[src/rtl/btn_pkg.sv]
// Shared constants for the push-button front end: default debounce timing and the
// helper that sizes the sample-tick counter.
package btn_pkg;

  localparam int unsigned DefTickDiv = 100000;
  localparam int unsigned DefDbLen   = 4;

  // Smallest counter width that can hold 0 .. div-1 (at least one bit).
  function automatic int unsigned tick_width(input int unsigned div);
    return (div <= 1) ? 1 : $clog2(div);
  endfunction

endpackage

[src/rtl/btn_channel.sv]
// One button channel: 2-flop synchroniser, tick-sampled shift register debouncer,
// registered clean level, press pulse and press-toggled level.
module btn_channel
  import btn_pkg::*;
#(
  parameter int unsigned DB_LEN      = DefDbLen,
  parameter bit          TOGGLE_INIT = 1'b0
) (
  input  logic clk_i,
  input  logic rst_ni,
  input  logic tick_i,
  input  logic btn_raw_i,
  output logic level_o,
  output logic pulse_o,
  output logic toggle_o
);

  logic [1:0]        sync_q;
  logic [DB_LEN-1:0] shreg_q, shreg_d;
  logic              level_q, level_d;
  logic              pulse_q, toggle_q;
  logic              rise;

  always_comb begin
    shreg_d = shreg_q;
    if (tick_i) begin
      shreg_d = {shreg_q[DB_LEN-2:0], sync_q[1]};
    end

    // Mixed history keeps the current level; only a full run of equal samples moves it.
    level_d = level_q;
    if (&shreg_q) begin
      level_d = 1'b1;
    end else if (~|shreg_q) begin
      level_d = 1'b0;
    end

    rise = level_d & ~level_q;
  end

  always_ff @(posedge clk_i or negedge rst_ni) begin
    if (!rst_ni) begin
      sync_q   <= '0;
      shreg_q  <= '0;
      level_q  <= 1'b0;
      pulse_q  <= 1'b0;
      toggle_q <= TOGGLE_INIT;
    end else begin
      sync_q   <= {sync_q[0], btn_raw_i};
      shreg_q  <= shreg_d;
      level_q  <= level_d;
      pulse_q  <= rise;
      toggle_q <= toggle_q ^ rise;
    end
  end

  assign level_o  = level_q;
  assign pulse_o  = pulse_q;
  assign toggle_o = toggle_q;

endmodule

[src/rtl/btn_conditioner.sv]
// Push-button conditioner: one shared debounce sample-tick generator feeding NUM_BTN
// independent synchronise/debounce/edge-detect channels.
module btn_conditioner
  import btn_pkg::*;
#(
  parameter int unsigned          NUM_BTN     = 3,
  parameter int unsigned          TICK_DIV    = DefTickDiv,
  parameter int unsigned          TICK_W      = tick_width(TICK_DIV),
  parameter int unsigned          DB_LEN      = DefDbLen,
  parameter logic [NUM_BTN-1:0]   TOGGLE_INIT = '0
) (
  input  logic               clk_i,
  input  logic               rst_ni,
  input  logic [NUM_BTN-1:0] btn_raw_i,
  output logic               tick_o,
  output logic [NUM_BTN-1:0] btn_level_o,
  output logic [NUM_BTN-1:0] btn_pulse_o,
  output logic [NUM_BTN-1:0] btn_toggle_o
);

  if ((64'd1 << TICK_W) < 64'(TICK_DIV)) begin : g_bad_tick_w
    $error("TICK_W too narrow for TICK_DIV");
  end
  if (TICK_DIV < 1) begin : g_bad_tick_div
    $error("TICK_DIV must be at least 1");
  end
  if (DB_LEN < 2) begin : g_bad_db_len
    $error("DB_LEN must be at least 2");
  end

  localparam logic [TICK_W-1:0] CntLast = TICK_W'(TICK_DIV - 1);

  logic [TICK_W-1:0] cnt_q, cnt_d;
  logic              tick_q, tick_d;

  always_comb begin
    tick_d = (cnt_q == CntLast);
    cnt_d  = tick_d ? '0 : cnt_q + TICK_W'(1);
  end

  // Tick is registered, so it is high in the cycle right after the counter wraps.
  always_ff @(posedge clk_i or negedge rst_ni) begin
    if (!rst_ni) begin
      cnt_q  <= '0;
      tick_q <= 1'b0;
    end else begin
      cnt_q  <= cnt_d;
      tick_q <= tick_d;
    end
  end

  assign tick_o = tick_q;

  for (genvar i = 0; i < NUM_BTN; i++) begin : g_chan
    btn_channel #(
      .DB_LEN      (DB_LEN),
      .TOGGLE_INIT (TOGGLE_INIT[i])
    ) u_chan (
      .clk_i     (clk_i),
      .rst_ni    (rst_ni),
      .tick_i    (tick_q),
      .btn_raw_i (btn_raw_i[i]),
      .level_o   (btn_level_o[i]),
      .pulse_o   (btn_pulse_o[i]),
      .toggle_o  (btn_toggle_o[i])
    );
  end

endmodule

[config.mk]
export PLATFORM = sky130hd
export DESIGN_NAME = btn_conditioner
export DESIGN_NICKNAME = d
export VERILOG_FILES = /design/src/rtl/btn_pkg.sv /design/src/rtl/btn_channel.sv /design/src/rtl/btn_conditioner.sv
export SDC_FILE = /design/constraint.sdc
export NUM_CORES = 1
export LEC_CHECK = 0
export ABC_CLOCK_PERIOD_IN_PS = 2100
export BUFFER_PORTS_ARGS = -buffer_cell sky130_fd_sc_hd__buf_2
export CAP_MARGIN = 0
export CELL_PAD_IN_SITES_DETAIL_PLACEMENT = 0
export CELL_PAD_IN_SITES_GLOBAL_PLACEMENT = 1
export CORE_ASPECT_RATIO = 0.7
export CORE_MARGIN = 3
export CORE_UTILIZATION = 39
export CTS_CLUSTER_DIAMETER = 80
export CTS_CLUSTER_SIZE = 16
export DETAILED_ROUTE_END_ITERATION = 8
export HOLD_SLACK_MARGIN = 0.03
export PLACE_DENSITY = 0.7
export SLEW_MARGIN = 10
export SYNTH_ARGS = -nofsm -noshare
export SYNTH_HDL_FRONTEND = slang
export SYNTH_SLANG_ARGS = --single-unit
[constraint.sdc]
create_clock -name clk_i -period 2.1 [get_ports clk_i]
set_clock_uncertainty 0.2 [all_clocks]
set_input_delay 0.63 -clock clk_i [delete_from_list [all_inputs] [get_ports clk_i]]
set_output_delay 0.63 -clock clk_i [all_outputs]
set_load 0.01 [all_outputs]
# Word-level counts from Yosys, hierarchy flattened
# Cells that the tools add are included.
[totals]
reg_bits = 45
input_bits = 5
output_inout_bits = 10
elab_cells = 41
[classes]
addsub = 1
eq_ne = 1
n_mux = 7
n_bitwise = 9
n_reduce_logical = 6
[ops]
columns = ["op", "count"]
rows = [
  ["adder 17 x 1 -> 17 bit (second input constant)", 1],
  ["== test 17 bit (second input constant)", 1],
  ["two-way mux 17 bit", 1],
  ["AND reduction 4 bit", 3],
  ["OR reduction 4 bit", 3],
  ["two-way mux 1 bit", 6],
  ["bitwise AND 1 bit", 3],
  ["inverter 1 bit", 3],
  ["XOR 1 bit", 3],
]

# Logic depth before layout (Yosys ltp)
[depth]
word_depth = 5
ltp_mapped = 5
ltp_nobuf = 5

# Modules after synthesis
# From an unflattened synthesis, not the netlist that was laid out.
[hier_totals]
hier_cells = 132
area_unflattened_um2 = 1764.2
[modules_own_cells]
columns = ["mod", "instances", "cells_per_inst", "area_each_um2", "seq_area_each_um2"]
rows = [
  ["btn_channel", 3, 19, 315.3, 225.2],
  ["btn_conditioner", 1, 75, 818.3, 450.4],
]

# Worst setup path before layout
# OpenSTA, ideal clock, no wires.
[synth_timing]
path_type = "flip-flop to flip-flop"
startpoint = "register cnt_q[11]"
endpoint = "register cnt_q[10]"
setup_time_ps = 132
t_arrival_ps = 1764
required_time_ps = 1768
path_slack_ps = 4
path_stages_with_launch = 5
n_path_buf = 0
synth_period_minus_slack_ps = 2096
path_cell_list = "dfrtp_1 or4_1 or4_1 nor3_4 nor2_1"
[synth_via]
elab_chain_cells = 2
[synth_rtl]
columns = ["element", "line", "text"]
rows = [
  ["start, declared", "btn_conditioner.sv:33", "logic [TICK_W-1:0] cnt_q, cnt_d;"],
  ["start signal, assigned", "btn_conditioner.sv:47", "cnt_q <= cnt_d;"],
  ["== test 17 bit", "btn_conditioner.sv:37", "tick_d = (cnt_q == CntLast);"],
  ["named net tick_d", "btn_conditioner.sv:34", "logic tick_q, tick_d;"],
  ["two-way mux 17 bit", "btn_conditioner.sv:38", "cnt_d = tick_d ? '0 : cnt_q + TICK_W'(1);"],
  ["named net cnt_d[10]", "btn_conditioner.sv:33", ""],
]
# The timed path passes the listed nets, and every way through them passes these cells.
# A chain may end at the register's enable or synchronous reset.

# Final worst setup path
[layout_timing]
startpoint = "register cnt_q[11]"
endpoint = "register cnt_q[9]"
# Same word-level chain as after synthesis.

==> results.md <==
* Critical setup path kind: reg -> reg
* Die Span X at 87.4 um
* Die H at 63.0 um
* Crit-path cells: or4_1 -> or4_4 -> nor3_4 -> buf_12 -> nor2_1
* DR DRC count at 0
* TritonCTS clock tree: yes
* Clock period minus worst slack at 1.99 ns
* Initial antenna violation count at 0
* Area of the multi-input gates at 608 um2
* Hold crit path type: in -> async
* Slew headroom at 0.693
* CP max FO at 10
* Comb power frac at 0.015
* Synth warn at 0
* DR iter-0 viols at 94
* HPWL Detailed at 1930 um
* Critical Path End Type: flip-flop
* Pint at 1270 uW
* Hold Fails Final Rpt at 0
* DRT Pass-1 Iters at 4
* Post-Syn Area at 1810 um2
* Status: completed
* Via count at 1083
* Worst setup SP type: flip-flop
* Congestion Overflow GR at 0
* Average wire per standard cell at 13.0 um
* Design Area, Final at 2080 um2
* Clock root cell: clkbuf_8
* Register area at 1130 um2
* IO Pins at 15
* CTS buffer count at 5
* Share of the synthesized area in the top cell type at 0.622
* Setup WS post-layout at 0.108 ns
* Leading cell type in the layout, fill and taps excluded: dfrtp_1
* Setup TNS at 0 ns
* Share of layout cells above drive strength 1 at 0.264
* Critical path buffer and inverter count at 1
* Commonest non-fill, non-tap cells in the layout: dfrtp_1 (45), buf_2 (14), mux2_2 (12), nor2_1 (11), xnor2_1 (10)
* Post-Syn Nets at 150
* Final nets at 168
* Max Transition Viols Final at 0
* Worst skew pair latency at 0.29 ns
* Peak VDD IR at 0.367 mV
* Slowest stage cell, crit path: or4_1
* RSZ-0062 raised after global routing: false
* Routability cong. at 0.806
* Largest cells by area after synthesis: dfrtp_1 (62%), mux2_2 (7.5%), xnor2_1 (4.8%)
* Leak at 0.00103 uW
* Synthesized area per cell at 12.6 um2
* Flop pwr share at 0.561
* Drt total wl at 2840 um
* Power Density at 748 nW/um2
* Reg clk slew, reported paths at 0.08 ns
* First-pass GRT wire length at 5060 um
* Net Sw Power at 291 uW
* Path depth of the worst reg2reg path at 5
* Vias in the first global route at 1131
* Ant. Diodes at 0
* Clock power frac at 0.424
* Antenna Nets Post-Route at 0
* Core Box Area at 4400 um2
* Die Footprint at 5510 um2
* Post-place setup slack at 0.0202 ns
* CTS sink cnt at 45
* Layout fillers at 405
* Post-synthesis instance total at 144
* CP max stage delay at 0.51 ns
* CP top delay family: simple AND/OR/NAND/NOR gates
* Final setup fails at 0
* Critical path arrival at 1.98 ns
* Sw Share at 0.187
* Initial Utilization at 0.411
* Worst-Margin Slew at 0.456 ns
* Worst path depth at 5
* Yosys reg bits at 45
* Period Utilization, post-route at 0.949
* Placed cell areas at 1960 um2
* Port bufs at 14
* DR vias/cell at 4.97
* Overall routing resource usage at 0.120
* Fmax at 502 MHz
* Setup bufs post-CTS at 0
* P&R area growth vs syn at 15.0%
* Post-synthesis sequential area ratio at 0.622
* Yosys cell types at 21
* Req. time, crit path at 2.09 ns
* # hold bufs at CTS at 0
* Dominant cell type by area after synthesis: dfrtp_1
* Maximum capacitance violations at 0
* Std-Cell Rows at 20
* Largest net degree at the start of global routing at 46
* H-tree Lvls at 2
* Longest Clk Path Bufs at 2
Yosys cell counts:
cell	count
nor4_1	3
nor3_1	4
nor3b_1	3
inv_1	4
xor2_1	8
nor2_1	11
nor2b_1	1
or3_1	3
ha_1	1
mux2_2	12
nor3_4	1
nand2_1	5
nand4b_1	1
buf_1	1
a21oi_1	6
xnor2_1	10
nand3_1	9
dfrtp_1	45
buf_4	9
nand4_1	5
or4_1	2
flip-flops by register name (all words and copies together) (netlist names):
name,flops
cnt_q,17
g_chan.u_chan.shreg_q,12
g_chan.u_chan.sync_q,6
g_chan.u_chan.level_o,3
g_chan.u_chan.pulse_o,3
g_chan.u_chan.toggle_o,3
tick_o,1
power groups by stage:
stage / clock network [uW] / logic, uW / registers, uW
after CTS: 687 / 26.1 / 873
after floorplan: 0 / 0.0446 / 890
final: 660 / 23.9 / 873
after global routing: 726 / 28.6 / 873
after detailed placement: 0 / 26.1 / 890
after global placement: 0 / 24.8 / 890
worst paths after layout:
kind                                       startpoint                          to  slack, ns
max                                         cnt_q[11]                    cnt_q[9]       0.11
min                                            rst_ni                    cnt_q[8]       0.10
max reg2reg                                 cnt_q[11]                    cnt_q[9]       0.11
min reg2reg                g_chan[0].u_chan.sync_q[0]  g_chan[0].u_chan.sync_q[1]       0.16
max in group asynchronous                      rst_ni                   cnt_q[11]       1.39
min in group clk_i         g_chan[0].u_chan.sync_q[0]  g_chan[0].u_chan.sync_q[1]       0.16
logic make-up after synthesis:
family | Yosys count | share of synthesized area
compound gates | 6 | 0.0166
xor+xnor | 18 | 0.0871
fa+ha+maj | 1 | 0.00691
buf+inv | 14 | 0.0477
flops | 45 | 0.622
mux | 12 | 0.0746
simple gates | 48 | 0.145
final cells by class:
type,count,share of cell area
Inverter,4,0.00721
Clock inverter,1,0.0144
Sequential cell,45,0.541
Timing Repair Buffer,21,0.0709
Clock buffer,7,0.0415
Multi-Input combinational cell,85,0.292
Tap cell,55,0.0331
metal layers:
| metal | GRT usage | wire (um) | vias up | part of all wire |
|---|---|---|---|---|
| met5 | 0 | 0 | - | 0 |
| met1 | 0.167 | 1410 | 532 | 0.50 |
| met3 | 0.0356 | 160 | 8 | 0.056 |
| met4 | 0.0651 | 69 | 0 | 0.024 |
| li1 | - | - | 519 | - |
| met2 | 0.166 | 1190 | 24 | 0.42 |
through the flow:
step | cells | util | power, uW | hold slack [ns]
finish | 218 | 0.473 | 1560 | 0.100
global route | 218 | 0.473 | 1630 | 0.110
CTS | 218 | 0.470 | 1590 | 0.104
detailed placement | 210 | 0.444 | 916 | 0.140
global placement | 210 | 0.444 | 915 | 0.131
floorplan | 144 | - | 890 | 0.131
repair_timing:
item                                    4_1_cts  5_1_grt
gates resized for setup                       0        2
hold endpoints to repair                      0        0
endpoints found under the setup margin        0        9
No activity file was read; power rests on OpenSTA's default activity.
